===== src/rtl/gol_gen_sequencer.sv =====
// gol_gen_sequencer
//   Generation sequencer for a Game of Life board. It holds the displayed
//   (front) board and a shadow (back) board. Each generation is computed one
//   cell per clock into the back board. The back board is then copied to the
//   front board in a single cycle, so readers never see a half-updated board.
//
// Ports
//   clk        system/pixel clock
//   rst_n      asynchronous active-low reset (front = SEED)
//   frame_tick one-cycle pulse per video frame
//   run        level; auto-advance every FRAMES_PER_GEN frame ticks
//   step       pulse; advance one generation (honoured only while run = 0)
//   clear      pulse; zero both boards and all counters
//   load       pulse; like clear, but the front board reloads SEED
//   rd_addr    display read address (row*W + col)
//   rd_cell    combinational front[rd_addr]
//   board      flat front board
//   busy       high while a generation is being scanned or committed
//   gen_done   one-cycle pulse in the cycle after a commit
//   gen_count  generations committed since reset/clear/load (wraps)
module gol_gen_sequencer #(
    parameter int BIT_WIDTH      = 3,
    parameter int BIT_HEIGHT     = 3,
    parameter int FRAMES_PER_GEN = 60,
    parameter logic [(1 << (BIT_WIDTH + BIT_HEIGHT)) - 1:0] SEED = 64'h0000_0000_1C00_0000
) (
    input  logic                                      clk,
    input  logic                                      rst_n,
    input  logic                                      frame_tick,
    input  logic                                      run,
    input  logic                                      step,
    input  logic                                      clear,
    input  logic                                      load,
    input  logic [BIT_WIDTH + BIT_HEIGHT - 1:0]       rd_addr,
    output logic                                      rd_cell,
    output logic [(1 << (BIT_WIDTH + BIT_HEIGHT)) - 1:0] board,
    output logic                                      busy,
    output logic                                      gen_done,
    output logic [15:0]                               gen_count
);

    localparam int AW   = BIT_WIDTH + BIT_HEIGHT;
    localparam int SIZE = 1 << AW;
    localparam int W    = 1 << BIT_WIDTH;
    localparam int H    = 1 << BIT_HEIGHT;
    localparam int FC_W = $clog2(FRAMES_PER_GEN) + 1;

    typedef enum logic [1:0] {IDLE, SCAN, COMMIT} state_t;

    state_t            state_q, state_d;
    logic [AW-1:0]     idx_q, idx_d;
    logic [FC_W-1:0]   frame_cnt_q, frame_cnt_d;
    logic [15:0]       gen_count_q, gen_count_d;
    logic [SIZE-1:0]   front_q, front_d;
    logic [SIZE-1:0]   back_q, back_d;
    logic              gen_done_q, gen_done_d;

    logic              trigger;
    logic [3:0]        n_cnt;
    logic              next_cell;

    // Live-neighbour count of the cell at idx_q. Off-board neighbours are
    // simply skipped, which makes the border behave as permanently dead.
    always_comb begin
        int r, c, rr, cc;
        logic [AW-1:0] nb;
        n_cnt = '0;
        nb    = '0;
        r     = int'(idx_q[AW-1:BIT_WIDTH]);
        c     = int'(idx_q[BIT_WIDTH-1:0]);
        for (int dr = -1; dr <= 1; dr++) begin
            for (int dc = -1; dc <= 1; dc++) begin
                rr = r + dr;
                cc = c + dc;
                if (!(dr == 0 && dc == 0) && rr >= 0 && rr < H && cc >= 0 && cc < W) begin
                    nb    = AW'(rr * W + cc);
                    n_cnt = n_cnt + {3'b000, front_q[nb]};
                end
            end
        end
    end

    // Survive on 2 or 3, birth on exactly 3.
    assign next_cell = (n_cnt == 4'd3) || (front_q[idx_q] && n_cnt == 4'd2);

    always_comb begin
        state_d     = state_q;
        idx_d       = idx_q;
        frame_cnt_d = frame_cnt_q;
        gen_count_d = gen_count_q;
        front_d     = front_q;
        back_d      = back_q;
        gen_done_d  = 1'b0;
        trigger     = 1'b0;

        // The frame counter keeps running while busy; a trigger that lands
        // during a generation is lost, but the counter still wraps.
        if (frame_tick && run) begin
            if (frame_cnt_q == FC_W'(FRAMES_PER_GEN - 1)) begin
                frame_cnt_d = '0;
                trigger     = 1'b1;
            end else begin
                frame_cnt_d = frame_cnt_q + 1'b1;
            end
        end

        if (clear || load) begin
            front_d     = clear ? '0 : SEED;
            back_d      = '0;
            gen_count_d = '0;
            frame_cnt_d = '0;
            idx_d       = '0;
            state_d     = IDLE;
        end else begin
            case (state_q)
                IDLE: begin
                    if (trigger || (step && !run)) begin
                        state_d = SCAN;
                    end
                end
                SCAN: begin
                    back_d[idx_q] = next_cell;
                    if (idx_q == AW'(SIZE - 1)) begin
                        idx_d   = '0;
                        state_d = COMMIT;
                    end else begin
                        idx_d = idx_q + 1'b1;
                    end
                end
                COMMIT: begin
                    front_d     = back_q;
                    gen_count_d = gen_count_q + 16'd1;
                    gen_done_d  = 1'b1;
                    state_d     = IDLE;
                end
                default: state_d = IDLE;
            endcase
        end
    end

    always_ff @(posedge clk or negedge rst_n) begin
        if (!rst_n) begin
            state_q     <= IDLE;
            idx_q       <= '0;
            frame_cnt_q <= '0;
            gen_count_q <= '0;
            front_q     <= SEED;
            back_q      <= '0;
            gen_done_q  <= 1'b0;
        end else begin
            state_q     <= state_d;
            idx_q       <= idx_d;
            frame_cnt_q <= frame_cnt_d;
            gen_count_q <= gen_count_d;
            front_q     <= front_d;
            back_q      <= back_d;
            gen_done_q  <= gen_done_d;
        end
    end

    assign rd_cell   = front_q[rd_addr];
    assign board     = front_q;
    assign busy      = (state_q == SCAN) || (state_q == COMMIT);
    assign gen_done  = gen_done_q;
    assign gen_count = gen_count_q;

endmodule


===== config.mk =====
export PLATFORM = sky130hd
export DESIGN_NAME = gol_gen_sequencer
export DESIGN_NICKNAME = d
export VERILOG_FILES = /design/src/rtl/gol_gen_sequencer.sv
export SDC_FILE = /design/constraint.sdc
export NUM_CORES = 1
export LEC_CHECK = 0
export CORE_MARGIN = 3
export CORE_UTILIZATION = 45
export CTS_BUF_LIST = sky130_fd_sc_hd__clkbuf_8
export DETAILED_ROUTE_END_ITERATION = 10
export DONT_BUFFER_PORTS = 1
export PLACE_DENSITY = 0.72
export SYNTH_ARGS = -nofsm -noshare
export SYNTH_HDL_FRONTEND = slang
export SYNTH_SLANG_ARGS = --single-unit

===== constraint.sdc =====
create_clock -name clk -period 11 [get_ports clk]
set_input_delay 2.2 -clock clk [delete_from_list [all_inputs] [get_ports clk]]
set_output_delay 2.2 -clock clk [all_outputs]
set_load 0.005 [all_outputs]

== Word level (Yosys, flattened, before mapping) ==
Cells that the tools add are included.

* Register bits: 160
* Output and inout bits: 83

* Add/subtract/negate cells: 22
* Reduce and logical (&&, ||, !) cells: 33
* Muxes and demuxes: 52
* Equal/unequal tests: 8
* Order comparisons: 23

{| class="wikitable"
|+ Operators by type and width
! operator !! count
|-
| $mux W64 || 4
|-
| $lt A6 B7 Y1 const B || 10
|-
| $bwmux W64 || 1
|-
| $bmux W1 S6 || 10
|-
| $mux W16 || 2
|-
| $mux W29 || 1
|-
| $logic_and A1 B1 Y1 || 23
|-
| $mux W7 || 3
|-
| $add A4 B1 Y4 || 5
|-
| $mux W4 || 5
|-
| $add A6 B4 Y6 || 3
|-
| $add A6 B5 Y6 || 3
|-
| $mux W6 || 3
|-
| $add A16 B1 Y16 const B || 1
|-
| $mux W1 || 16
|-
| $add A6 B6 Y6 || 2
|-
| $add A4 B1 Y5 const B || 2
|-
| $ge A5 B1 Y1 const B || 2
|-
| $lt A5 B5 Y1 const B || 2
|-
| $add A3 B1 Y4 const B || 2
|-
| $eq A4 B2 Y1 const B || 2
|-
| $ge A4 B1 Y1 const B || 2
|-
| $lt A3 B4 Y1 const B || 2
|-
| $lt A4 B4 Y1 const B || 2
|-
| other kinds (20) || 30
|}

== Longest topological paths before layout ==
* Depth after elaboration: 26
* Gate-level depth with buffers: 35
* Depth with buffers taken out: 32

== Worst setup path before layout ==
Ideal clock, no wire load.

* Path type: flip-flop to flip-flop
* Start point: register idx_q[0]
* End point: register back_q[33]
* Path buffers: 4
* Arrival time: 7.636 ns
* Path slack: 3.286 ns
* Cell stages (with the launch flop): 36
* Required time: 10.922 ns
* Clock period less this slack: 7.714 ns
* Cell sequence: dfrtp_1 > buf_2 > buf_2 > clkinv_1 > ha_1 > ha_1 > buf_1 > mux4_2 > mux2i_1 > mux4_2 > and3_1 > ha_1 > and2_1 > ha_1 > ha_1 > mux2i_1 > nor3_1 > ha_1 > nand2_1 > nand2_1 > ha_1 > nand2b_1 > o21a_1 > ha_1 > a22o_1 > ha_1 > nand2_1 > nand2_1 > ha_1 > and2_1 > xnor3_1 > a22o_1 > a211oi_4 > nand3_4 > buf_6 > o21ai_1

* Cells in the longest elaborated chain, start to end: 25

{| class="wikitable"
|+ RTL lines
! item !! line !! text
|-
| from (decl) || 51 || <nowiki>logic [AW-1:0] idx_q, idx_d;</nowiki>
|-
| from (signal assigned) || 152 || <nowiki>idx_q <= idx_d;</nowiki>
|-
| $add A4 B1 Y5 || 74 || <nowiki>cc = c + dc;</nowiki>
|-
| $add A6 B5 Y6 or $ge A5 B1 Y1 (tied branches) || 76, 75 ||
|-
| $bmux W1 S6 or $logic_and A1 B1 Y1 (tied branches) || 77, 75 ||
|-
| $mux W1 (implied by the code) or $logic_and A1 B1 Y1 (tied branches) || 77, 75 ||
|-
| $mux W1 || 75 || <nowiki>if (!(dr == 0 && dc == 0) && rr >= 0 && rr < H && cc >= 0 && cc < W) begin</nowiki>
|-
| $add A1 B1 Y2 || 77 || <nowiki>n_cnt = n_cnt + {3'b000, front_q[nb]};</nowiki>
|-
| $mux W2 || 75 ||
|-
| $add A2 B1 Y3 || 77 ||
|-
| [9 not listed] || n/a ||
|-
| $add A4 B1 Y4 || 77 ||
|-
| $mux W4 || 75 ||
|-
| $eq A4 B2 Y1 || 84 || <nowiki>assign next_cell = (n_cnt == 4'd3) || (front_q[idx_q] && n_cnt == 4'd2);</nowiki>
|-
| $logic_and A1 B1 Y1 || 84 ||
|-
| $logic_or A1 B1 Y1 || 84 ||
|-
| $bwmux W64 (*) || 122 || <nowiki>back_d[idx_q] = next_cell;</nowiki>
|-
| $mux W64 (*) || 115 || <nowiki>case (state_q)</nowiki>
|-
| $mux W64 (*) || 107 || <nowiki>if (clear || load) begin</nowiki>
|-
| to (signal assigned) || 156 || <nowiki>back_q <= back_d;</nowiki>
|-
| to (decl) || 55 || <nowiki>logic [SIZE-1:0] back_q, back_d;</nowiki>
|}

Mark *: on every way between the ends. The rest lies on a longest branch, timed or not. The select of a mux whose other input is x is not followed.
A chain may end at the register's enable or synchronous reset.

== Worst setup path in the final report ==
* Start point: register idx_q[0]
* End point: register back_q[38]

The elaborated chain is that of the path after synthesis.

==> impl_metrics.env <==
export IMPL_outcome="finished, final reports clean"
export IMPL_grt_use_total_pct=24.6
export IMPL_die_area_um2=25000
export IMPL_setup_viol=0
export IMPL_cp_num_buf_inv=2
export IMPL_worst_slew_pin_transition_ns=1.30
export IMPL_drc=0
export IMPL_holdCritPathClass="reg -> reg"
export IMPL_synth_cell_type_count=73
export IMPL_grt_overflow=0
export IMPL_synth_net_count=1099
export IMPL_core_area_um2=22700
export IMPL_start_kind="register"
export IMPL_finClkSkew_ns=0.0139
export IMPL_syn_to_final_growth_pct=5.70
export IMPL_netSwitchingFraction_pct=26.0
export IMPL_numCtsBuffers=17
export IMPL_finalSetupTns_ns=0
export IMPL_dp_hpwl_um=21300
export IMPL_hold_ws_ns=0.515
export IMPL_drtIter0Drc=949
export IMPL_slowest_delay_ns=1.09
export IMPL_ys_ff_latch=160
export IMPL_synth_simple_area_share_pct=18.3
export IMPL_path_class="reg -> reg"
export IMPL_numPortBuffers=0
export IMPL_ir_drop_v=0.0000763
export IMPL_drv_cap=0
export IMPL_synth_mux_area_share_pct=22.8
export IMPL_ant_nets=0
export IMPL_finalInstanceArea_um2=11000
export IMPL_avgViaCountPerCell=6.55
export IMPL_ys_warn_count=0
export IMPL_drive_gt1_share_pct=11.0
export IMPL_cp_max_fo=75
export IMPL_critPathMostFrequentCell="ha_1"
export IMPL_p_seq_share_pct=51.8
export IMPL_synth_async_reset_ratio_pct=100
export IMPL_totalPowerFinal_mw=1.16
export IMPL_dp_slack_ns=1.63
export IMPL_start_util_pct=45.9
export IMPL_grt_max_degree=161
export IMPL_syn_area_um2=10400
export IMPL_die_width_um=158
export IMPL_synth_compound_area_share_pct=9.73
export IMPL_cp_end_kind="register"
export IMPL_grt_pass1_vias=8216
export IMPL_vias=8578
export IMPL_first_pass_iters=6
export IMPL_n_antenna_cell=0
export IMPL_slew_viol_final=0
export IMPL_finalNetCount=1059
export IMPL_detail_route_wl_per_cell_um=23.1
export IMPL_gp_congestion=0.956
export IMPL_ctsResizeCount=0
export IMPL_synthAdderAreaFrac_pct=4.30
export IMPL_finalHoldViolCount=0
export IMPL_synth_top_family_by_area="multiplexers"
export IMPL_leakagePower_nw=4.16
export IMPL_synth_edff_count=0
export IMPL_crit_family="adder cells"
export IMPL_power_frac_clock_pct=41.2
export IMPL_clk_latency_ns=0.48
export IMPL_die_h_um=158
export IMPL_rows=55
export IMPL_antenna_found_initial=0
export IMPL_fmax_mhz=105
export IMPL_rsz0062_at_grt="false"
export IMPL_synthFlopType="dfrtp_1"
export IMPL_cts_setup_buffers=0
export IMPL_period_needed_ns=9.51
export IMPL_ys_seq_area_share_pct=38.4
export IMPL_p_int_mw=0.855
export IMPL_cts_root_buf="clkbuf_8"
export IMPL_dpl_cell_area_um2=10600
export IMPL_syn_area_per_cell_um2=9.91
export IMPL_cts_tree="yes"
export IMPL_drt_total_wl_um=30200
export IMPL_cts_htree_levels=4
export IMPL_cts_hold_buffers=0
export IMPL_period_share_pct=86.4
export IMPL_worst_slack_ns=1.49
export IMPL_ios=96
export IMPL_clock_sinks=160
export IMPL_synthXorXnorAreaFrac_pct=2.72
export IMPL_clock_path_buffers=2
export IMPL_cp_arrival_ns=9.89
export IMPL_crit_slowest_cell="dfrtp_4"
export IMPL_path_clk_slew_ns=0.10
export IMPL_max_slew_margin_pct=12.9
export IMPL_p_per_area_nw_per_um2=105
export IMPL_grt_first_pass_wirelength_um=47600
export IMPL_worstPathRequired_ns=11.38
export IMPL_p_switching_mw=0.301
export IMPL_nFillCells=2090
export IMPL_netlist_instances=1052
export IMPL_power_share_combinational_pct=7.0
[synthesized netlist by cell type (3+ instances only)]
master     number  area, um2
o32a_1          3       30.0
a31oi_1         5       31.3
dfstp_2         3       78.8
clkbuf_1       39        146
nand4_1        27        169
fa_1            3       60.1
nand2b_1       16        100
mux2i_1       126       1260
o21ai_1        40        200
buf_6           4       45.0
nand3_1        70        350
inv_1          14       52.6
a32oi_1         4       35.0
o211ai_1        3       22.5
dfrtp_1       157       3930
nor3_1         15       75.1
mux4_2         48       1080
ha_1           31        388
buf_4           3       22.5
xor2_1         13        114
nor4_1          4       25.0
a211oi_1        4       30.0
o221ai_1        4       35.0
clkinv_1        4       15.0
and2_1          6       37.5
a21oi_1        25        125
a22oi_1         4       30.0
o2111ai_1       3       26.3
o21ai_0        36        180
and3_1         11       68.8
buf_1          10       37.5
mux2_2          3       33.8
a22o_1          4       35.0
or3_1           8       50.1
xnor2_1        14        123
buf_2          13       65.1
nand2_1       116        435
nor2b_1         7       43.8
nor2_1        112        420
[final cells by class]
class | count | area (um2) | area share, %
clock buffers | 17 | 234 | 2.12
clock inverters | 15 | 199 | 1.81
inverters | 18 | 67.6 | 0.613
multi-input cells | 805 | 6070 | 55.1
flip-flops and latches | 160 | 4010 | 36.4
well taps | 285 | 357 | 3.24
repair buffers | 10 | 75.1 | 0.681
[routing by layer]
layer	vias up	wire length (um)	global-route usage, %
li1	3801	-	-
met1	4235	12300	34.2
met2	458	14000	37.6
met3	84	2880	5.88
met4	0	1060	9.38
met5	-	0	0
[power by group through the flow]
stage / combinational [mW] / sequential [mW] / clock, mW
floorplan: 0.0701 / 0.604 / 0
global placement: 0.0791 / 0.610 / 0
detailed placement: 0.0800 / 0.610 / 0
CTS: 0.0802 / 0.598 / 0.483
global route: 0.0863 / 0.599 / 0.509
finish: 0.0810 / 0.599 / 0.477
[through the flow]
stage	cells	utilization [%]
floorplan	1052	-
global placement	1278	46.6
detailed placement	1278	46.6
CTS	1310	48.5
global route	1310	48.5
finish	1310	48.5
[logic make-up (layout without fill, tap and decap cells)]
kind of cell	after synthesis	in the layout
AND/OR/NAND/NOR	406	406
flip-flops	160	160
XOR/XNOR	29	29
buffers and inverters	87	60
multiplexers	177	177
adder cells (fa/ha/maj)	34	34
AO/OA/AOI/OAI	159	159
[tightest hold or removal path: cells and delay by family (launching register included)]
family          cells  cell delay (ns)
simple gates        1             0.06
flops               1             0.35
compound gates      1             0.06
[worst paths after layout]
check                                       startpoint                   endpoint  slack [ns]  cells after the start
worst min-delay path            back_q[33]$_DFFE_PN0P_     back_q[33]$_DFFE_PN0P_        0.51                      2
worst max register to register    idx_q[0]$_DFFE_PN0P_     back_q[38]$_DFFE_PN0P_        1.49                     32
worst max-delay path              idx_q[0]$_DFFE_PN0P_     back_q[38]$_DFFE_PN0P_        1.49                     32
min in group asynchronous                        rst_n  gen_count[13]$_DFFE_PN0P_        1.41                      0
max in group asynchronous                        rst_n      board[27]$_DFFE_PN1P_        9.23                      0
worst min register to register  back_q[33]$_DFFE_PN0P_     back_q[33]$_DFFE_PN0P_        0.51                      2
[placed cells by master (no fill, tap or decap), drive strengths merged, types with 3 or more instances in the layout]
cell and count:
mux4 48, clkinvlp 3, and2 6, o32a 3, clkbuf 17, a32oi 4, or3 8, clkinv 6
mux2 3, nor2b 7, a21oi 25, fa 3, inv 21, o21ai 76, ha 31, a211oi 6
o2111ai 3, nand4 27, a31oi 5, nor4 4, bufinv 3, o221ai 4, o211ai 3, nand3 71
dfstp 3, dfrtp 157, nor3 16, and3 11, a22oi 4, buf 10, nand2 117, xor2 13
nand2b 16, xnor2 14, mux2i 126, nor2 112, a22o 4
[state kept, by name, summed over array words and instances, names as in the netlist]
register / flops
idx_q: 6
back_q: 64
frame_cnt_q: 7
board: 64
gen_count: 16
gen_done: 1
state_q: 2
Power figures use the tool's default switching activity.
